File: src/rtl/uart_pkg.sv
// Shared constants, FSM state encoding and divider helper for the UART receiver.
package uart_pkg;

  localparam int PAR_NONE = 0;
  localparam int PAR_ODD  = 1;
  localparam int PAR_EVEN = 2;

  typedef enum logic [2:0] {
    ST_IDLE,
    ST_START,
    ST_DATA,
    ST_PAR,
    ST_STOP,
    ST_WAIT_IDLE
  } state_e;

  // Clocks per oversampling tick; users reject a result below 1 at elaboration.
  function automatic int calc_div(input int clk_hz, input int bps, input int ovs);
    return clk_hz / (bps * ovs);
  endfunction

endpackage

File: src/rtl/uart_baud_tick.sv
// Oversampling tick generator: one-cycle tick every DIV clocks, re-phased by restart.
module uart_baud_tick
  import uart_pkg::*;
#(
  parameter int CLK = 100_000_000,
  parameter int BPS = 9600,
  parameter int OVS = 16
) (
  input  logic clk,
  input  logic rst,
  input  logic restart,
  input  logic enable,
  output logic tick
);

  localparam int DIV = calc_div(CLK, BPS, OVS);
  localparam int CW  = (DIV > 1) ? $clog2(DIV) : 1;

  if (DIV < 1) begin : g_bad_div
    $error("uart_baud_tick: CLK/(BPS*OVS) must be at least 1");
  end

  logic [CW-1:0] cnt_q, cnt_d;
  logic          wrap;

  assign wrap = (cnt_q == CW'(DIV - 1));
  assign tick = enable && !restart && wrap;

  always_comb begin
    cnt_d = cnt_q;
    if (restart || !enable || wrap) cnt_d = '0;
    else                            cnt_d = cnt_q + 1'b1;
  end

  always_ff @(posedge clk or posedge rst) begin
    if (rst) cnt_q <= '0;
    else     cnt_q <= cnt_d;
  end

endmodule

File: src/rtl/uart_rx_ext.sv
// Oversampling UART receiver with majority-vote bit sampling, parity/frame checks
// and a single-entry output register with valid/ready handshake and overrun flag.
module uart_rx_ext
  import uart_pkg::*;
#(
  parameter int CLK       = 100_000_000,
  parameter int BPS       = 9600,
  parameter int DATA_BITS = 8,
  parameter int PARITY    = 0,
  parameter int STOP_BITS = 1,
  parameter int OVS       = 16
) (
  input  logic                 clk,
  input  logic                 rst,
  input  logic                 rx,
  output logic [DATA_BITS-1:0] rx_data,
  output logic                 rx_valid,
  input  logic                 rx_ready,
  output logic                 parity_err,
  output logic                 frame_err,
  output logic                 overrun,
  output logic                 busy
);

  localparam int SW = $clog2(OVS);

  if (DATA_BITS < 5 || DATA_BITS > 9) begin : g_bad_bits
    $error("uart_rx_ext: DATA_BITS must be 5..9");
  end
  if (STOP_BITS < 1 || STOP_BITS > 2) begin : g_bad_stop
    $error("uart_rx_ext: STOP_BITS must be 1 or 2");
  end
  if (OVS < 8 || (OVS % 2) != 0) begin : g_bad_ovs
    $error("uart_rx_ext: OVS must be even and at least 8");
  end
  if (PARITY < 0 || PARITY > 2) begin : g_bad_par
    $error("uart_rx_ext: PARITY must be 0, 1 or 2");
  end

  function automatic logic maj3(input logic a, input logic b, input logic c);
    return (a & b) | (a & c) | (b & c);
  endfunction

  logic                 rx_s1_q, rx_s2_q, rx_prev_q;
  state_e               state_q, state_d;
  logic [SW-1:0]        smp_q, smp_d;
  logic [3:0]           bit_q, bit_d;
  logic [1:0]           vote_q, vote_d;
  logic [DATA_BITS-1:0] shreg_q, shreg_d;
  logic                 par_q, par_d;
  logic                 ferr_q, ferr_d;

  logic [DATA_BITS-1:0] rx_data_q, rx_data_d;
  logic                 rx_valid_q, rx_valid_d;
  logic                 parity_err_q, parity_err_d;
  logic                 frame_err_q, frame_err_d;
  logic                 overrun_q, overrun_d;

  logic tick, start_edge, vote_pt, bit_end, voted, done;
  logic frame_perr, frame_ferr;

  assign start_edge = (state_q == ST_IDLE) && rx_prev_q && !rx_s2_q;
  assign vote_pt    = tick && (smp_q == SW'(OVS/2 + 1));
  assign bit_end    = tick && (smp_q == SW'(OVS - 1));
  assign voted      = maj3(vote_q[1], vote_q[0], rx_s2_q);

  uart_baud_tick #(
    .CLK (CLK),
    .BPS (BPS),
    .OVS (OVS)
  ) u_tick (
    .clk     (clk),
    .rst     (rst),
    .restart (start_edge),
    .enable  (state_q != ST_IDLE),
    .tick    (tick)
  );

  // Tick position within the current bit and the two early vote samples.
  always_comb begin
    smp_d  = smp_q;
    vote_d = vote_q;
    if (start_edge)   smp_d = '0;
    else if (bit_end) smp_d = '0;
    else if (tick)    smp_d = smp_q + 1'b1;
    if (tick && (smp_q == SW'(OVS/2 - 1) || smp_q == SW'(OVS/2)))
      vote_d = {vote_q[0], rx_s2_q};
  end

  always_comb begin
    state_d = state_q;
    bit_d   = bit_q;
    shreg_d = shreg_q;
    par_d   = par_q;
    ferr_d  = ferr_q;
    done    = 1'b0;
    case (state_q)
      ST_IDLE: begin
        if (start_edge) begin
          state_d = ST_START;
          bit_d   = '0;
          ferr_d  = 1'b0;
        end
      end
      ST_START: begin
        if (vote_pt && voted) state_d = ST_IDLE;
        else if (bit_end)     state_d = ST_DATA;
      end
      ST_DATA: begin
        if (vote_pt) shreg_d = {voted, shreg_q[DATA_BITS-1:1]};
        if (bit_end) begin
          if (bit_q == 4'(DATA_BITS - 1)) begin
            bit_d   = '0;
            state_d = (PARITY != PAR_NONE) ? ST_PAR : ST_STOP;
          end else begin
            bit_d = bit_q + 1'b1;
          end
        end
      end
      ST_PAR: begin
        if (vote_pt) par_d = voted;
        if (bit_end) state_d = ST_STOP;
      end
      ST_STOP: begin
        // The frame completes at the last stop bit's vote so back-to-back
        // start edges are not missed.
        if (vote_pt) begin
          if (!voted) ferr_d = 1'b1;
          if (bit_q == 4'(STOP_BITS - 1)) begin
            done    = 1'b1;
            state_d = rx_s2_q ? ST_IDLE : ST_WAIT_IDLE;
          end
        end else if (bit_end) begin
          bit_d = bit_q + 1'b1;
        end
      end
      ST_WAIT_IDLE: begin
        if (rx_s2_q) state_d = ST_IDLE;
      end
      default: state_d = ST_IDLE;
    endcase
  end

  assign frame_ferr = ferr_q | !voted;
  assign frame_perr = (PARITY == PAR_NONE) ? 1'b0
                    : ((^shreg_q) ^ par_q ^ (PARITY == PAR_ODD));

  // Single-entry output holding register.
  always_comb begin
    rx_data_d    = rx_data_q;
    rx_valid_d   = rx_valid_q;
    parity_err_d = parity_err_q;
    frame_err_d  = frame_err_q;
    overrun_d    = 1'b0;
    if (rx_valid_q && rx_ready) rx_valid_d = 1'b0;
    if (done) begin
      if (rx_valid_q && !rx_ready) begin
        overrun_d = 1'b1;
      end else begin
        rx_valid_d   = 1'b1;
        rx_data_d    = shreg_q;
        parity_err_d = frame_perr;
        frame_err_d  = frame_ferr;
      end
    end
  end

  always_ff @(posedge clk or posedge rst) begin
    if (rst) begin
      rx_s1_q      <= 1'b1;
      rx_s2_q      <= 1'b1;
      rx_prev_q    <= 1'b1;
      state_q      <= ST_IDLE;
      smp_q        <= '0;
      bit_q        <= '0;
      vote_q       <= '0;
      shreg_q      <= '0;
      par_q        <= 1'b0;
      ferr_q       <= 1'b0;
      rx_data_q    <= '0;
      rx_valid_q   <= 1'b0;
      parity_err_q <= 1'b0;
      frame_err_q  <= 1'b0;
      overrun_q    <= 1'b0;
    end else begin
      rx_s1_q      <= rx;
      rx_s2_q      <= rx_s1_q;
      rx_prev_q    <= rx_s2_q;
      state_q      <= state_d;
      smp_q        <= smp_d;
      bit_q        <= bit_d;
      vote_q       <= vote_d;
      shreg_q      <= shreg_d;
      par_q        <= par_d;
      ferr_q       <= ferr_d;
      rx_data_q    <= rx_data_d;
      rx_valid_q   <= rx_valid_d;
      parity_err_q <= parity_err_d;
      frame_err_q  <= frame_err_d;
      overrun_q    <= overrun_d;
    end
  end

  assign rx_data    = rx_data_q;
  assign rx_valid   = rx_valid_q;
  assign parity_err = parity_err_q;
  assign frame_err  = frame_err_q;
  assign overrun    = overrun_q;
  assign busy       = (state_q != ST_IDLE);

endmodule

File: config.mk
export PLATFORM = sky130hd
export DESIGN_NAME = uart_rx_ext
export DESIGN_NICKNAME = d
export VERILOG_FILES = /design/src/rtl/uart_pkg.sv /design/src/rtl/uart_baud_tick.sv /design/src/rtl/uart_rx_ext.sv
export SDC_FILE = /design/constraint.sdc
export NUM_CORES = 1
export LEC_CHECK = 0
export ABC_CLOCK_PERIOD_IN_PS = 5250
export CAP_MARGIN = 20
export CORE_UTILIZATION = 35
export DETAILED_ROUTE_END_ITERATION = 8
export GPL_TIMING_DRIVEN = 0
export PLACE_DENSITY = 0.49
export SYNTH_ARGS = -nofsm -noshare
export SYNTH_HDL_FRONTEND = slang
export SYNTH_SLANG_ARGS = --single-unit
export TNS_END_PERCENT = 50
File: constraint.sdc
create_clock -name clk -period 5.25 [get_ports clk]
set_input_delay 1.575 -clock clk [delete_from_list [all_inputs] [get_ports clk]]
set_output_delay 1.575 -clock clk [all_outputs]
set_load 0.02 [all_outputs]
==> results.toml <==
[clocking]
cts_tree = "yes"
cts-root-buf = "clkbuf_8"
postCtsResizedCells = 0
clock_path_buffers = 2
clock_latency_ns = 0.30
cts_setup_buffers = 0
clkTransAtPathRegs_ns = 0.09
cts_buffers = 5
cts_hold_buf = 0
h-tree-depth = 2
clock-sinks = 46

[floorplanning]
rows = 29
die-height_um = 82.99
start_util_pct = 36.16
core_area_um2 = 6350
num_io_pins = 17
die_w_um = 82.99
dieArea_um2 = 6887

[cells_and_area]
mostFrequentLayoutCells = "43 x dfrtp_1, 24 x nor2_1, 18 x mux2_2"
layout_commonest_cell = "dfrtp_1"
drive_above_1_share_pct = 19.13
synthToLayoutAreaGrowth_pct = 15.69
stdcell_count = 307
diodes = 0
nets = 240
fillCellCount = 605

[worst_setup_path]
r2r_cells = 5
arrival_ns = 2.17
cp_cell_sequence = "nor3_1 > inv_1 > clkdlybuf4s50_1"
cp_max_fo = 6
reg2reg_from = "u_tick.cnt_q[5]"
endpoint_kind = "output pin"
reg2reg_to = "rx_data[3]"
worstSetupPathType = "reg2out"
r2r_slack_ns = 3.05
worstSetupStartpointType = "flop"
slowest_delay_ns = 0.61
critPathRequiredTime_ns = 3.68
slowest_stage = "nor3_1"

[yosys]
ys_top_cells_by_area = "dfrtp_1 47%, mux2_2 8.8%, nor2_1 3.9%, ha_1 3.8%, dfstp_2 3.4%"
synth_cells = 206
seq_area_frac_synth_pct = 50.30
ys_types = 51
synth_area_um2 = 2296
synth.avg_cell_area_um2 = 11.15
synth_xor_xnor_area_share_pct = 3.433
yosys.area_share.simple_pct = 17.38
synth_edf_count = 0
yosysTopAreaCellShare_pct = 46.87
yosysTopAreaCell = "dfrtp_1"
synthArstFlopShare_pct = 100.0
ys.flop_type = "dfrtp_1"
synth_nets = 217
synth_compound_area_share_pct = 9.755
synth-seq-cells = 46
synthMuxAreaShare_pct = 11.01
synth_adder_area_share_pct = 4.687
yosysWarnings = 0
synth_top_family_by_area = "simple AND/OR/NAND/NOR gates"

[pwr]
sequentialPowerShare_pct = 44.8
p_leak_uw = 0.001228
ir_worst_vdd_uv = 111.7
intPower_uw = 593.2
combPwrFrac_pct = 30.4
power.density_nw_per_um2 = 343.2
p_clk_share_pct = 24.8
p_sw_uw = 318.4
p_sw_share_pct = 34.93

[global_route]
grt_max_degree = 27
grt_util_met3_pct = 3.280
busiest_layer = "met2"
antenna_found_initial = 0
use_met1_pct = 18.74
grt_pass1_vias = 1546
grt_overflow = 0
use_met2_pct = 20.04
grt.total_usage_pct = 13.34
grt_first_pass_wirelength_mm = 7.410

[detailed_routing]
first_pass_iters = 4
num_vias = 1522
wirelength_mm = 4.120
antenna_left = 0
wl_per_cell_um = 13.42
drt_drc_violations_left = 0
vias_per_cell = 4.958
first_iter_violations = 46

[hold_path]
whs_endpoint = "rx_s2_q"
hp-start = "rx_s1_q"
hold_path.class = "reg2reg"
hold-path-cell-count = 0

[job]
cap_violations = 0

[place]
pre_cts_ws_ns = 1.848
place_inst = 299
portBuffers = 15
place_hpwl_mm = 3.011
routabilityCongestion = 0.7477

[timing]
worst_slew_pin_slew_ns = 0.7092
setup_ws_ns = 1.505
finalSetupViolations = 0
finalCritPeriodShare_pct = 71.34
max_freq_mhz = 267.0
slew_headroom_pct = 52.36
fin_crit_ns = 3.745
fin_setup_tns_ns = 0
slew_viol_final = 0
hold_viol_final = 0
whs_ns = 0.3584
fin_skew_ns = 0.009046
rsz0062_at_grt = "no"

[status]
status = "completed"
-- per-stage QoR --
stage	cell area, µm²	utilization (%)	power (µW)
after floorplan	2296	-	625.9
after global placement	2542	40.04	692.6
after detailed placement	2562	40.35	694.6
after CTS	2656	41.83	924.6
after global routing	2656	41.83	974.6
final	2656	41.83	911.6
-- per-layer routing --
metal | up-vias | wire (µm)
met1 | 730 | 2111
met2 | 23 | 1813
met5 | - | 0
li1 | 763 | -
met3 | 6 | 135
met4 | 0 | 60
-- worst max-delay path: cells and delay by family (launching register included) --
kind	cells	cell delay [ns]
buffers and inverters	2	0.85
DFF	1	0.41
and+or+nand+nor	1	0.61
-- sequential cells by signal, summed over array words and instances (netlist names) --
register,count
bit_q,4
vote_q,2
frame_err,1
state_q,3
rx_prev_q,1
shreg_q,8
rx_data,8
rx_s1_q,1
u_tick.cnt_q,10
overrun,1
rx_s2_q,1
rx_valid,1
ferr_q,1
smp_q,4
-- power groups by stage --
stage | Combinational [µW] | Sequential (µW) | Clock, µW
3_5_place_dp | 279 | 415 | 0
5_1_grt | 312 | 414 | 249
4_1_cts | 280 | 409 | 236
6_report | 277 | 408 | 226
3_3_place_gp | 277 | 415 | 0
2_1_floorplan | 218 | 408 | 0
-- cell usage after synthesis, types with 4 or more instances --
cell type,instances
nand2_1,12
mux2_2,18
a21oi_1,7
o21ai_0,9
nand3_1,8
xnor2_1,5
ha_1,7
xor2_1,4
inv_1,11
and3_1,5
nor2_1,24
dfrtp_1,43
-- area by class of cell --
| cell class | count | area [µm²] | area share (%) |
|---|---|---|---|
| Clock buffer | 5 | 68.82 | 2.591 |
| Sequential cell | 46 | 1155 | 43.48 |
| Tap cell | 77 | 96.34 | 3.627 |
| Buffer | 6 | 33.78 | 1.272 |
| Inverter | 11 | 41.29 | 1.554 |
| Multi-Input combinational cell | 143 | 1066 | 40.13 |
| Timing Repair Buffer | 16 | 170.2 | 6.406 |
| Clock inverter | 3 | 25.02 | 0.9421 |
-- how the worst max path moves through the flow --
stage	to	from	cells past startpoint
floorplan	bit_q[0]	rst	1
global placement	smp_q[3]	rst	2
detailed placement	busy	state_q[2]	3
CTS	busy	state_q[2]	3
global route	busy	state_q[2]	3
finish	busy	state_q[2]	3
-- logic make-up (layout without fill, tap and decap cells) --
kind of cell    count (synthesis)  after routing
compound gates                 31             31
xor+xnor                        9              9
buf+inv                        17             41
simple gates                   71             71
flops                          46             46
fa+ha+maj                       9              9
other cells                     1              1
mux                            22             22
No activity file was read; power rests on OpenSTA's default activity.
